`config.mk`:
```
export PLATFORM = sky130hd
export DESIGN_NAME = sp_instr_issue
export DESIGN_NICKNAME = d
export VERILOG_FILES = /design/src/rtl/sp_instr_issue.sv
export SDC_FILE = /design/constraint.sdc
export NUM_CORES = 1
export LEC_CHECK = 0
export BUFFER_PORTS_ARGS = -buffer_cell sky130_fd_sc_hd__buf_2
export CORE_MARGIN = 2
export CORE_UTILIZATION = 45
export CTS_BUF_LIST = sky130_fd_sc_hd__clkbuf_2 sky130_fd_sc_hd__clkbuf_4 sky130_fd_sc_hd__clkbuf_8
export DETAILED_ROUTE_END_ITERATION = 7
export PLACE_DENSITY = 0.72
export SLEW_MARGIN = 10
export SYNTH_ARGS = -nofsm -noshare
export SYNTH_HDL_FRONTEND = slang
export SYNTH_SLANG_ARGS = --single-unit
```
`constraint.sdc`:
```
create_clock -name clk_i -period 12.35 [get_ports clk_i]
set_input_delay 0.6175 -clock clk_i [delete_from_list [all_inputs] [get_ports clk_i]]
set_output_delay 0.6175 -clock clk_i [all_outputs]
set_load 0.05 [all_outputs]
```
`src/rtl/sp_instr_issue.sv`:
```
// Issue stage in front of the scratchpad instruction FIFO: holds one instruction,
// checks it against in-flight loads and the in-flight GEMM, and pushes it in program order.
module sp_instr_issue #(
    parameter int unsigned MatSW = 4,
    parameter int unsigned RowSW = 2,
    parameter int unsigned WordW = 32,
    parameter int unsigned MaxLd = 4
) (
    input  logic                             clk_i,
    input  logic                             rst_i,
    input  logic                             instr_valid_i,
    output logic                             instr_ready_o,
    input  logic [1:0]                       instr_op_i,
    input  logic [MatSW-1:0]                 instr_rd_i,
    input  logic [WordW-1:0]                 instr_addr_i,
    input  logic [MatSW-1:0]                 instr_ma_i,
    input  logic [MatSW-1:0]                 instr_mb_i,
    input  logic [MatSW-1:0]                 instr_mc_i,
    input  logic [MatSW-1:0]                 instr_md_i,
    input  logic                             instr_new_weight_i,
    input  logic                             instr_fifo_full_i,
    output logic                             instr_fifo_wen_o,
    output logic [2+MatSW+RowSW+WordW-1:0]   instr_fifo_wdata_o,
    input  logic                             load_complete_i,
    input  logic                             gemm_complete_i,
    output logic [15:0]                      stall_cnt_o,
    output logic                             protocol_err_o
);

    localparam int unsigned NumMat = 2 ** MatSW;
    localparam int unsigned EntryW = 2 + MatSW + RowSW + WordW;
    localparam int unsigned PtrW   = (MaxLd > 1) ? $clog2(MaxLd) : 1;
    localparam int unsigned CntW   = $clog2(MaxLd + 1);

    localparam logic [1:0] OpLoad  = 2'b01;
    localparam logic [1:0] OpStore = 2'b10;
    localparam logic [1:0] OpGemm  = 2'b11;

    typedef enum logic {StEmpty, StFull} state_e;

    state_e               state_q, state_d;
    logic [1:0]           op_q, op_d;
    logic [MatSW-1:0]     rd_q, rd_d, ma_q, ma_d, mb_q, mb_d, mc_q, mc_d, md_q, md_d;
    logic [WordW-1:0]     addr_q, addr_d;
    logic                 nw_q, nw_d;

    logic [MatSW-1:0]     ldq_q [MaxLd];
    logic [MatSW-1:0]     ldq_d [MaxLd];
    logic [PtrW-1:0]      head_q, head_d, tail_q, tail_d;
    logic [CntW-1:0]      cnt_q, cnt_d;
    logic [NumMat-1:0]    pend_q, pend_d;

    logic                 gbusy_q, gbusy_d;
    logic [MatSW-1:0]     ga_q, ga_d, gb_q, gb_d, gc_q, gc_d, gd_q, gd_d;

    logic [15:0]          stall_q, stall_d;
    logic                 err_q, err_d;

    logic hold_v, hazard, issue, accept, ldq_full, push, pop, in_gemm;

    function automatic logic [PtrW-1:0] ptr_inc(input logic [PtrW-1:0] p);
        return (p == PtrW'(MaxLd - 1)) ? '0 : p + PtrW'(1);
    endfunction

    assign hold_v   = (state_q == StFull);
    assign ldq_full = (cnt_q == CntW'(MaxLd));
    assign in_gemm  = gbusy_q & ((rd_q == ga_q) | (rd_q == gb_q) |
                                 (rd_q == gc_q) | (rd_q == gd_q));

    // Hazards look only at registered state, so a completion frees its resource next cycle.
    always_comb begin
        hazard = 1'b0;
        case (op_q)
            OpLoad:  hazard = pend_q[rd_q] | ldq_full | in_gemm;
            OpStore: hazard = pend_q[rd_q] | (gbusy_q & (rd_q == gd_q));
            OpGemm:  hazard = gbusy_q | pend_q[ma_q] | pend_q[mb_q] | pend_q[mc_q] | pend_q[md_q];
            default: hazard = 1'b0;
        endcase
    end

    assign issue            = ~rst_i & hold_v & ~hazard & ~instr_fifo_full_i;
    assign instr_ready_o    = ~rst_i & (~hold_v | issue);
    assign accept           = instr_valid_i & instr_ready_o;
    assign instr_fifo_wen_o = issue;
    assign push             = issue & (op_q == OpLoad);
    assign pop              = load_complete_i & (cnt_q != '0);
    assign stall_cnt_o      = stall_q;
    assign protocol_err_o   = err_q;

    always_comb begin
        instr_fifo_wdata_o = '0;
        if (issue) begin
            if (op_q == OpGemm) begin
                instr_fifo_wdata_o[EntryW-1 -: 2]   = OpGemm;
                instr_fifo_wdata_o[EntryW-3]        = nw_q;
                instr_fifo_wdata_o[4*MatSW-1:0]     = {ma_q, mb_q, mc_q, md_q};
            end else begin
                instr_fifo_wdata_o = {op_q, rd_q, {RowSW{1'b0}}, addr_q};
            end
        end
    end

    always_comb begin
        state_d = state_q;
        op_d    = op_q;
        rd_d    = rd_q;
        addr_d  = addr_q;
        ma_d    = ma_q;
        mb_d    = mb_q;
        mc_d    = mc_q;
        md_d    = md_q;
        nw_d    = nw_q;
        ldq_d   = ldq_q;
        head_d  = head_q;
        tail_d  = tail_q;
        cnt_d   = cnt_q;
        pend_d  = pend_q;
        gbusy_d = gbusy_q;
        ga_d    = ga_q;
        gb_d    = gb_q;
        gc_d    = gc_q;
        gd_d    = gd_q;
        stall_d = stall_q;
        err_d   = err_q;

        if (issue) begin
            state_d = StEmpty;
        end
        if (accept) begin
            if (instr_op_i == 2'b00) begin
                err_d = 1'b1;
            end else begin
                state_d = StFull;
                op_d    = instr_op_i;
                rd_d    = instr_rd_i;
                addr_d  = instr_addr_i;
                ma_d    = instr_ma_i;
                mb_d    = instr_mb_i;
                mc_d    = instr_mc_i;
                md_d    = instr_md_i;
                nw_d    = instr_new_weight_i;
            end
        end

        // Pop before push: a LOAD only issues when its id is not pending, so no bit collision.
        if (pop) begin
            pend_d[ldq_q[head_q]] = 1'b0;
            head_d                = ptr_inc(head_q);
        end
        if (push) begin
            ldq_d[tail_q] = rd_q;
            pend_d[rd_q]  = 1'b1;
            tail_d        = ptr_inc(tail_q);
        end
        if (push & ~pop) begin
            cnt_d = cnt_q + CntW'(1);
        end else if (pop & ~push) begin
            cnt_d = cnt_q - CntW'(1);
        end
        if (load_complete_i & (cnt_q == '0)) begin
            err_d = 1'b1;
        end

        if (gemm_complete_i) begin
            if (gbusy_q) begin
                gbusy_d = 1'b0;
            end else begin
                err_d = 1'b1;
            end
        end
        if (issue & (op_q == OpGemm)) begin
            gbusy_d = 1'b1;
            ga_d    = ma_q;
            gb_d    = mb_q;
            gc_d    = mc_q;
            gd_d    = md_q;
        end

        if (hold_v & ~issue & (stall_q != 16'hFFFF)) begin
            stall_d = stall_q + 16'd1;
        end
    end

    always_ff @(posedge clk_i) begin
        if (rst_i) begin
            state_q <= StEmpty;
            head_q  <= '0;
            tail_q  <= '0;
            cnt_q   <= '0;
            pend_q  <= '0;
            gbusy_q <= 1'b0;
            stall_q <= '0;
            err_q   <= 1'b0;
        end else begin
            state_q <= state_d;
            head_q  <= head_d;
            tail_q  <= tail_d;
            cnt_q   <= cnt_d;
            pend_q  <= pend_d;
            gbusy_q <= gbusy_d;
            stall_q <= stall_d;
            err_q   <= err_d;
        end
    end

    // Payload registers are qualified by the control state above and need no reset.
    always_ff @(posedge clk_i) begin
        op_q   <= op_d;
        rd_q   <= rd_d;
        addr_q <= addr_d;
        ma_q   <= ma_d;
        mb_q   <= mb_d;
        mc_q   <= mc_d;
        md_q   <= md_d;
        nw_q   <= nw_d;
        ldq_q  <= ldq_d;
        ga_q   <= ga_d;
        gb_q   <= gb_d;
        gc_q   <= gc_d;
        gd_q   <= gd_d;
    end

endmodule

```
==> impl_metrics.json, run 1 <==
{
  "worst-setup-path-type": "reg -> reg",
  "synth_enable_flop_cells": 87,
  "std_cell_rows": 42,
  "hp-class": "in -> reg",
  "finalCritPeriodShare_pct": 34.9,
  "layout.area.seq_um2": 3450,
  "yosys-top-cells-count": "sky130_fd_sc_hd__edfxtp_1 (87), sky130_fd_sc_hd__nand2_1 (65), sky130_fd_sc_hd__dfxtp_1 (42), sky130_fd_sc_hd__nor2_1 (29), sky130_fd_sc_hd__a21oi_1 (28)",
  "post-dp-hpwl_um": 9820,
  "max_cap_violations": 0,
  "antenna_cells_inserted": 0,
  "cts_post_setup_buffers_inserted": 0,
  "detailedRoute.firstIterationViolations": 438,
  "tritoncts.num_buffers": 17,
  "portBuffers": 117,
  "setup_viol": 0,
  "critPathCaptureType": "flip-flop",
  "pwr_density_cell_nw_per_um2": 129,
  "synthSimpleGateAreaFrac_pct": 17.3,
  "synth_top_family_by_area": "simple AND/OR/NAND/NOR gates",
  "leakage_uw": 0.00275,
  "cts.htree.levels": 4,
  "floorplan.initialDensity_pct": 46.3,
  "period_needed_ns": 4.31,
  "tightest_slew_ns": 0.821,
  "synth.lib_cells_used.distinct": 52,
  "seq_area_frac_synth_pct": 55.9,
  "antenna_left": 0,
  "io_pins": 120,
  "syn-instance-count": 528,
  "dpl.cell_count": 792,
  "grt_pass1_wl_um": 22800,
  "critical_path.max_fanout": 28,
  "cts.sinks": 129,
  "routed-wl-met2_um": 6590,
  "postSynthAreaPerCell_um2": 11.7,
  "die_height_um": 121,
  "clk_latency_ns": 0.45,
  "yosys-mux-area-fraction_pct": 11.4,
  "synthesized_area_fraction_occupied_by_xor_and_xnor_cells_pct": 2.55,
  "holdBufCountCts": 0,
  "finalHoldViolCount": 0,
  "crit_path_start_kind": "flip-flop",
  "ctsLongestPathBuffers": 2,
  "post_cts_resize_count": 0,
  "design.die.area_um2": 14700,
  "status": "finished clean",
  "final.setup.tns_ns": 0,
  "multi_input_comb_area_um2": 2520,
  "detailroute.via_count": 4606,
  "grt_setup_unrepaired": "false",
  "synth_seq_cells": 129,
  "detailed_router_iteration_count_before_antenna_repair": 5,
  "final_slew_violations": 0,
  "maxUsedRoutingLayer": "met4",
  "post-synth-top-area-fraction_pct": 42.3,
  "cts.root.buffer_cell": "sky130_fd_sc_hd__clkbuf_8",
  "max_slew_margin_pct": 45.0,
  "synth-compound-area-share_pct": 7.55,
  "timing.critical_path.arrival_ns": 4.68,
  "post-synth-top-area-cell": "sky130_fd_sc_hd__edfxtp_1",
  "instances_no_fill": 824,
  "worstPathRequired_ns": 12.72,
  "drt_drc_violations_left": 0,
  "fmax_mhz": 232,
  "globalRoute.totalOverflow": 0,
  "viasPerCell": 5.59,
  "area_overhead_vs_synth_pct": 16.6,
  "grt_pass1_vias": 4484,
  "route.layer.met1.wl_um": 6110,
  "synthFlopType": "sky130_fd_sc_hd__edfxtp_1",
  "groute.usage.overall_pct": 20.1,
  "peakVddDrop_mv": 0.0861,
  "antenna_found_initial": 0,
  "worst_clock_skew_ns": 0.0107,
  "fp.coreArea_um2": 13300,
  "yosys_warnings": 0,
  "gp_congestion": 0.879,
  "drive_gt1_share_pct": 29.0,
  "routed_wirelength_um": 13900,
  "fill_cells": 1152,
  "drt-wirelength-per-cell_um": 16.9,
  "post-synth-top-count-cell": "sky130_fd_sc_hd__edfxtp_1",
  "ys_async_sr_fraction_pct": 0,
  "clk_transition_reported_paths_ns": 0.07,
  "synth_fa_ha_area_share_pct": 1.74,
  "hold_slack_ns": 0.336,
  "cts_tree": "built",
  "netlist_top_cells_area": "sky130_fd_sc_hd__edfxtp_1 (42%), sky130_fd_sc_hd__dfxtp_1 (14%), sky130_fd_sc_hd__mux4_2 (8.0%)",
  "grt_max_degree": 56,
  "nets": 704,
  "met3WireLength_um": 942,
  "synthesis.area_um2": 6180,
  "die-width_um": 121
}
## metrics by stage
| step | util, % | area (um2) | total power, uW | worst slack (ns) |
|---|---|---|---|---|
| 2_1_floorplan | - | 6180 | 590 | 5.77 |
| 3_3_place_gp | 51.4 | 6860 | 618 | 8.13 |
| 3_5_place_dp | 51.4 | 6860 | 622 | 7.91 |
| 4_1_cts | 54.0 | 7210 | 941 | 7.93 |
| 5_1_grt | 54.0 | 7210 | 979 | 7.83 |
| 6_report | 54.0 | 7210 | 932 | 8.04 |
## placed cells by master, fill, tap and decap left out, drive strengths merged, types with 12 or more instances in the layout
master	count
nand3	26
and2	23
a21oi	28
nand2	66
nor2	29
mux4	22
nand4	12
clkbuf	20
xnor2	13
buf	119
o31ai	17
edfxtp	87
inv	14
dfxtp	42
mux2i	13
## layer usage
| layer | track usage, % | vias to the layer above |
|---|---|---|
| li1 | - | 2174 |
| met2 | 30.6 | 205 |
| met3 | 5.50 | 28 |
| met5 | 0 | - |
| met1 | 27.7 | 2199 |
| met4 | 7.54 | 0 |
## power by group
| part | leakage [uW] | switching (uW) | internal (uW) |
|---|---|---|---|
| combinational | 0.00144 | 70.1 | 44.9 |
| clock | 0.000176 | 158 | 162 |
| sequential | 0.00113 | 20.0 | 477 |
| total | 0.00275 | 248 | 684 |
## cell families (layout without fill, tap and decap cells)
group | count (synthesis) | after routing
AO/OA/AOI/OAI | 72 | 72
XOR/XNOR | 18 | 18
adder cells (fa/ha/maj) | 8 | 8
buffers and inverters | 47 | 166
flip-flops | 129 | 129
multiplexers | 42 | 42
other | 1 | 2
AND/OR/NAND/NOR | 211 | 211
## flip-flops by register name (all words and copies together) (netlist names), 2 cells and up
| name | cells |
|---|---|
| mb_q | 4 |
| ldq_q | 16 |
| ma_q | 4 |
| tail_q | 2 |
| pend_q | 16 |
| addr_q | 32 |
| stall_cnt_o | 16 |
| gb_q | 4 |
| op_q | 2 |
| gd_q | 4 |
| ga_q | 4 |
| gc_q | 4 |
| cnt_q | 3 |
| md_q | 4 |
| mc_q | 4 |
| head_q | 2 |
| rd_q | 4 |
## path summary, 6_finish.rpt
check,cells past startpoint,from,endpoint,slack [ns]
setup / recovery,13,md_q[1]$_DFFE_PP_,cnt_q[2]$_SDFFE_PP0P_,8.04
hold / removal,1,instr_addr_i[31],addr_q[31]$_DFFE_PP_,0.34
setup reg to reg,13,md_q[1]$_DFFE_PP_,cnt_q[2]$_SDFFE_PP0P_,8.04
hold reg to reg,2,stall_cnt_o[10]$_SDFFE_PP0P_,stall_cnt_o[10]$_SDFFE_PP0P_,0.49
## critical path, cell delays in order, from the launching register on
cell,delay (ns)
sky130_fd_sc_hd__edfxtp_1,0.54
sky130_fd_sc_hd__mux4_2,0.54
sky130_fd_sc_hd__mux4_2,0.48
sky130_fd_sc_hd__or4_4,0.52
sky130_fd_sc_hd__o21a_2,0.31
sky130_fd_sc_hd__clkinv_4,0.25
sky130_fd_sc_hd__nand2_4,0.18
sky130_fd_sc_hd__inv_1,0.16
sky130_fd_sc_hd__ha_1,0.20
sky130_fd_sc_hd__inv_1,0.06
sky130_fd_sc_hd__fa_1,0.37
sky130_fd_sc_hd__xor2_1,0.16
sky130_fd_sc_hd__or3_1,0.30
sky130_fd_sc_hd__a21oi_1,0.16
## area by class of cell
class	count	area share [%]
clock buffer	20	3.56
clock inverter	12	1.30
inverter	15	0.851
multi-input combinational	353	35.0
sequential	129	47.9
tap	176	3.06
timing repair buffer	119	8.33
No activity file was read; power rests on OpenSTA's default activity.
==> run 2, diff against run 1 <==
--- a/config.mk
+++ b/config.mk
@@ -10,7 +10,7 @@
 export CORE_UTILIZATION = 45
 export CTS_BUF_LIST = sky130_fd_sc_hd__clkbuf_2 sky130_fd_sc_hd__clkbuf_4 sky130_fd_sc_hd__clkbuf_8
 export DETAILED_ROUTE_END_ITERATION = 7
-export PLACE_DENSITY = 0.72
+export PLACE_DENSITY = 0.75
 export SLEW_MARGIN = 10
 export SYNTH_ARGS = -nofsm -noshare
 export SYNTH_HDL_FRONTEND = slang
==> constraint.sdc (replaced) <==
create_clock -name clk_i -period 3.58 [get_ports clk_i]
set_input_delay 0.179 -clock clk_i [delete_from_list [all_inputs] [get_ports clk_i]]
set_output_delay 0.179 -clock clk_i [all_outputs]
set_load 0.05 [all_outputs]
==> run 2 against run 1 <==
Sequential power rose to 3.4 times the previous value; sequential share of layout area fell by 6.1 points; via count rose by 10%; critical path depth did not move; sequential cell count did not move; setup slack got worse by 8.0 ns; critical path type unchanged; highest routed layer unchanged.
==> impl_metrics.json, run 2 (same netlist as run 1, synthesis figures left out) <==
{
  "status": "finished clean",
  "finalHoldViolCount": 0,
  "setup_viol": 0,
  "max_flop_register": "addr_q",
  "grt_setup_unrepaired": "true",
  "hp-class": "in -> reg",
  "worst-setup-path-type": "reg -> reg",
  "max_stage_delay_ns": 0.56,
  "routed_wirelength_um": 16500,
  "portBuffers": 117,
  "grt_use_met3_pct": 7.75,
  "io_pins": 120,
  "grt_most_used_layer": "met2",
  "drt_drc_violations_left": 0,
  "critPathCaptureType": "flip-flop",
  "die-width_um": 121,
  "tritoncts.num_buffers": 17,
  "worst_path_dominant_cell_family": "multiplexers",
  "cp_num_buf_inv": 3,
  "largest_register_ff_count": 32,
  "final_cell_mix": "sky130_fd_sc_hd__buf_2 (97), sky130_fd_sc_hd__edfxtp_1 (87), sky130_fd_sc_hd__nand2_1 (65)",
  "antenna_cells_inserted": 0,
  "clk_latency_ns": 0.46,
  "dpl.cell_count": 813,
  "fill_cells": 1043,
  "critical_path.cell_chain": "mux4_2, mux4_2, or4_4, o21a_4, clkinv_4, nand2_4, inv_4, ha_4, inv_2, fa_2, xor2_1, or3_1, a21oi_1",
  "peakVddDrop_mv": 0.501,
  "crit_path_start_kind": "flip-flop",
  "std_cell_rows": 42,
  "layout.core_utilization_pct": 61.9,
  "design.die.area_um2": 14700,
  "timing.critical_path.arrival_ns": 3.95,
  "antenna_left": 0,
  "detailed_router_iteration_count_before_antenna_repair": 5,
  "cts.sinks": 129,
  "drive_gt1_share_pct": 31.1,
  "post-dp-hpwl_um": 10500,
  "grt_pass1_vias": 4927,
  "ctsLongestPathBuffers": 2,
  "instances_no_fill": 905,
  "antenna_found_initial": 0,
  "max_slew_margin_pct": 53.7,
  "final_slew_violations": 0,
  "floorplan.initialDensity_pct": 46.3,
  "mostFrequentLayoutCell": "sky130_fd_sc_hd__buf_2",
  "fmax_mhz": 281,
  "area_overhead_vs_synth_pct": 33.6,
  "globalRoute.totalOverflow": 0,
  "max_cap_violations": 0,
  "drt-wirelength-per-cell_um": 18.3,
  "pwr_density_cell_nw_per_um2": 447,
  "period_needed_ns": 3.56,
  "groute.usage.overall_pct": 22.9,
  "grt_max_degree": 56,
  "detailroute.via_count": 5079,
  "detailedRoute.firstIterationViolations": 478,
  "clk_transition_reported_paths_ns": 0.08,
  "cts_tree": "built",
  "gp_congestion": 0.883,
  "cts.root.buffer_cell": "sky130_fd_sc_hd__clkbuf_8",
  "tightest_slew_ns": 0.687,
  "finalCritPeriodShare_pct": 99.4,
  "leakage_uw": 0.00319,
  "grt_util_met1_pct": 28.6,
  "fp.coreArea_um2": 13300,
  "worstPathRequired_ns": 3.97,
  "fin_total_pwr_uw": 3690,
  "cts.htree.levels": 4,
  "critical_path.max_fanout": 6,
  "die_height_um": 121,
  "nets": 785,
  "critPathMostFrequentCell": "sky130_fd_sc_hd__mux4_2",
  "worst_clock_skew_ns": 0.00970,
  "viasPerCell": 5.61,
  "critPathSlowestCell": "sky130_fd_sc_hd__mux4_2",
  "grt_pass1_wl_um": 25300,
  "grt_util_met2_pct": 37.7
}
-- run 2: routing by layer --
layer	wire length, um	up-vias
li1	-	2326
met1	6680	2472
met2	8190	255
met3	1310	26
met4	349	0
met5	0	-
-- run 2: layout make-up --
class | instances | area [um2] | share of cell area (%)
Tap cell | 176 | 220 | 2.67
Inverter | 15 | 63.8 | 0.773
Multi-Input combinational cell | 353 | 2580 | 31.2
Clock inverter | 12 | 206 | 2.50
Timing Repair Buffer | 200 | 1470 | 17.8
Clock buffer | 20 | 263 | 3.18
Sequential cell | 129 | 3450 | 41.8
-- run 2: worst paths after layout --
check	to	slack [ns]	from	cells after the start
min	protocol_err_o$_SDFF_PP0_	0.03	instr_valid_i	3
min reg2reg	stall_cnt_o[11]$_SDFFE_PP0P_	0.50	stall_cnt_o[11]$_SDFFE_PP0P_	2
max reg2reg	cnt_q[2]$_SDFFE_PP0P_	0.02	md_q[1]$_DFFE_PP_	13
max	cnt_q[2]$_SDFFE_PP0P_	0.02	md_q[1]$_DFFE_PP_	13
-- run 2: what timing repair did --
item,CTS,global route
buffers inserted,0,3
gates cloned,0,2
hold buffers,55,0
pin swaps,1,1
hold endpoints to repair,55,0
resized for setup,11,49
setup endpoints to repair,39,76
-- run 2: per-stage QoR --
stage / setup slack (ns) / setup TNS, ns / hold WS, ns / instance area (um2)
4_1_cts: -0.00586 / -0.00586 / 0.000367 / 8110
5_1_grt: -0.102 / -0.305 / 0.0219 / 8260
3_5_place_dp: -0.0999 / -0.0999 / 0.357 / 7050
6_report: 0.0221 / 0 / 0.0262 / 8260
2_1_floorplan: -0.444 / -24.42 / 0.278 / 6200
3_3_place_gp: 0.0220 / 0 / 0.355 / 7050
-- run 2: power by group --
group          total, uW  switching [uW]  internal [uW]
Combinational        511             286            225
Sequential          1710            65.7           1640
Clock               1470             600            868
Total               3690             951           2740
-- run 2: worst min-delay path: cells and delay by family --
family          cells  cell delay (ns)
compound gates      1             0.07
buf+inv             1             0.11
simple gates        1             0.07
==> run 3, diff against run 2 <==
--- a/config.mk
+++ b/config.mk
@@ -6,11 +6,13 @@
 export NUM_CORES = 1
 export LEC_CHECK = 0
 export BUFFER_PORTS_ARGS = -buffer_cell sky130_fd_sc_hd__buf_2
+export CORE_ASPECT_RATIO = 1.75
 export CORE_MARGIN = 2
 export CORE_UTILIZATION = 45
 export CTS_BUF_LIST = sky130_fd_sc_hd__clkbuf_2 sky130_fd_sc_hd__clkbuf_4 sky130_fd_sc_hd__clkbuf_8
+export CTS_CLUSTER_DIAMETER = 40
 export DETAILED_ROUTE_END_ITERATION = 7
-export PLACE_DENSITY = 0.75
+export PLACE_DENSITY = 0.68
 export SLEW_MARGIN = 10
 export SYNTH_ARGS = -nofsm -noshare
 export SYNTH_HDL_FRONTEND = slang
==> run 3 against run 2 <==
The flow now finishes with violations (setup timing); first-iteration DRC count decreased by 37%; hold slack gained 0.0060 ns; routed wire length grew 8.6%; combinational power up 5.9%; critical path type unchanged; register-to-register slack got worse by 0.04 ns; largest cell class unchanged.
==> impl_metrics.json, run 3 (same netlist as run 1, synthesis figures left out) <==
{
  "status": "finished, violations left",
  "violations": "setup timing",
  "clock_power_share_pct": 37.4,
  "detailroute.via_count": 5059,
  "hold_slack_ns": 0.0322,
  "antenna_cells_inserted": 0,
  "final_slew_violations": 0,
  "share_seq_of_total_power_pct": 47.5,
  "clk_transition_reported_paths_ns": 0.08,
  "dpl.cell_count": 814,
  "setup.reg_to_reg.worst_slack_ns": -0.02,
  "antenna_left": 0,
  "power_report.internal_total_uw": 2650,
  "drt-wirelength-per-cell_um": 19.7,
  "max_slew_margin_pct": 50.1,
  "finalHoldViolCount": 0,
  "r2r_start": "md_q[1]$_DFFE_PP_",
  "cts.root.buffer_cell": "sky130_fd_sc_hd__clkbuf_8",
  "leakage_uw": 0.00324,
  "gp_congestion": 0.897,
  "cts.sinks": 129,
  "drt_drc_violations_left": 0,
  "grt_pass1_vias": 5057,
  "fmax_mhz": 278,
  "finalWorstSetupSlack_ns": -0.0162,
  "switching_share_pct": 26.5,
  "cts_tree": "built",
  "startpoint": "md_q[1]$_DFFE_PP_",
  "fp.coreArea_um2": 13400,
  "die_height_um": 159,
  "viasPerCell": 5.57,
  "grt_max_degree": 56,
  "setup_viol": 15,
  "crit_path_start_kind": "flip-flop",
  "nets": 792,
  "rr_worst_depth": 10,
  "globalRoute.totalOverflow": 0,
  "worst-setup-path-type": "reg -> reg",
  "tritoncts.num_buffers": 17,
  "r2r_end": "mc_q[2]$_DFFE_PP_",
  "routed_wirelength_um": 17900,
  "max_flop_register": "addr_q",
  "worst_clock_skew_ns": 0.0148,
  "pwr_density_cell_nw_per_um2": 427,
  "io_pins": 120,
  "timing.critical_path.arrival_ns": 3.76,
  "placement.setup.worst_slack_ns": -0.0765,
  "hp-class": "in -> reg",
  "max_cap_violations": 0,
  "largest_register_ff_count": 32,
  "critPathCaptureType": "flip-flop",
  "grt_pass1_wl_um": 26800,
  "netSwitchingPower_uw": 955,
  "ctsLongestPathBuffers": 2,
  "tightest_slew_ns": 0.748,
  "grt_setup_unrepaired": "true",
  "drive_gt1_share_pct": 32.2,
  "instances_no_fill": 909,
  "critical_path.max_fanout": 10,
  "cts.htree.levels": 4,
  "detailed_router_iteration_count_before_antenna_repair": 5,
  "final_cell_mix": "sky130_fd_sc_hd__buf_2 (96), sky130_fd_sc_hd__edfxtp_1 (87), sky130_fd_sc_hd__nand2_1 (65)",
  "post-dp-hpwl_um": 12200,
  "finalCritPeriodShare_pct": 100,
  "portBuffers": 117,
  "std_cell_rows": 56,
  "proportion_of_power_drawn_by_combinational_gates_pct": 15.0,
  "peakVddDrop_mv": 0.291,
  "fill_cells": 1059,
  "clk_latency_ns": 0.44,
  "worstSetupEndpoint": "mc_q[2]$_DFFE_PP_",
  "fin_total_pwr_uw": 3600,
  "period_needed_ns": 3.60,
  "worstPathRequired_ns": 3.74,
  "detailedRoute.firstIterationViolations": 299,
  "antenna_found_initial": 0,
  "area_overhead_vs_synth_pct": 36.5,
  "groute.usage.overall_pct": 23.9,
  "mostFrequentLayoutCell": "sky130_fd_sc_hd__buf_2",
  "die-width_um": 92.6,
  "design.die.area_um2": 14700,
  "floorplan.initialDensity_pct": 46.2
}
==> run 3: per-layer routing <==
metal / vias to the layer above / wire length [um] / share of wire [%] / global-route usage [%]
met2: 181 / 10600 / 59 / 45.9
met5: - / 0 / 0 / 0
met3: 30 / 655 / 3.6 / 3.64
li1: 2341 / - / - / -
met1: 2507 / 6220 / 35 / 25.1
met4: 0 / 512 / 2.9 / 10.1
==> run 3: worst min-delay path by stage <==
stage	endpoint	slack, ns	start	depth (start not counted)
after floorplan	addr_q[0]$_DFFE_PP_	0.28	instr_addr_i[0]	0
after global placement	addr_q[31]$_DFFE_PP_	0.35	instr_addr_i[31]	1
after detailed placement	mb_q[0]$_DFFE_PP_	0.36	instr_mb_i[0]	1
after CTS	gbusy_q$_SDFFE_PP0P_	0.02	gemm_complete_i	3
after global routing	gbusy_q$_SDFFE_PP0P_	0.04	gemm_complete_i	3
final	gbusy_q$_SDFFE_PP0P_	0.03	gemm_complete_i	3
==> run 3: final cells by class <==
type / count / area (um2) / area share (%)
clock inverters: 13 / 188 / 2.22
multi-input cells: 353 / 2660 / 31.5
repair buffers: 207 / 1620 / 19.1
inverters: 15 / 63.8 / 0.756
well taps: 174 / 218 / 2.58
flip-flops and latches: 129 / 3450 / 40.9
clock buffers: 18 / 241 / 2.86
==> run 3: power by group through the flow <==
stage               Clock (uW)  Combinational (uW)  Sequential, uW
finish                    1350                 541            1710
floorplan                    0                 311            1720
global route              1420                 579            1720
global placement             0                 427            1740
CTS                       1370                 499            1710
detailed placement           0                 436            1740
==> run 3: repair_timing <==
action                     4_1_cts  5_1_grt
setup buffers                    1        3
gates resized for setup          9       76
hold buffers                    55        0
hold endpoints to repair        55        0
gates cloned                     0        5
setup endpoints to repair        3       68
pin swaps                        2        0
==> run 3: critical path, cell delays in order, from the launching register on <==
cell and delay [ns]:
sky130_fd_sc_hd__edfxtp_1 0.52, sky130_fd_sc_hd__mux4_2 0.54, sky130_fd_sc_hd__mux4_2 0.47, sky130_fd_sc_hd__or4_4 0.54
sky130_fd_sc_hd__o21a_4 0.15, sky130_fd_sc_hd__buf_4 0.16, sky130_fd_sc_hd__buf_12 0.15, sky130_fd_sc_hd__and2_4 0.17
sky130_fd_sc_hd__nor3_4 0.24, sky130_fd_sc_hd__buf_6 0.20, sky130_fd_sc_hd__clkbuf_16 0.17
==> run 3: metrics by stage <==
stage	util (%)	setup TNS (ns)	instance area (um2)
finish	63.0	-0.161	8440
global route	63.0	-5.68	8440
CTS	60.4	-0.0138	8080
detailed placement	52.8	-0.0765	7060
global placement	52.8	0	7060
floorplan	-	-24.42	6200
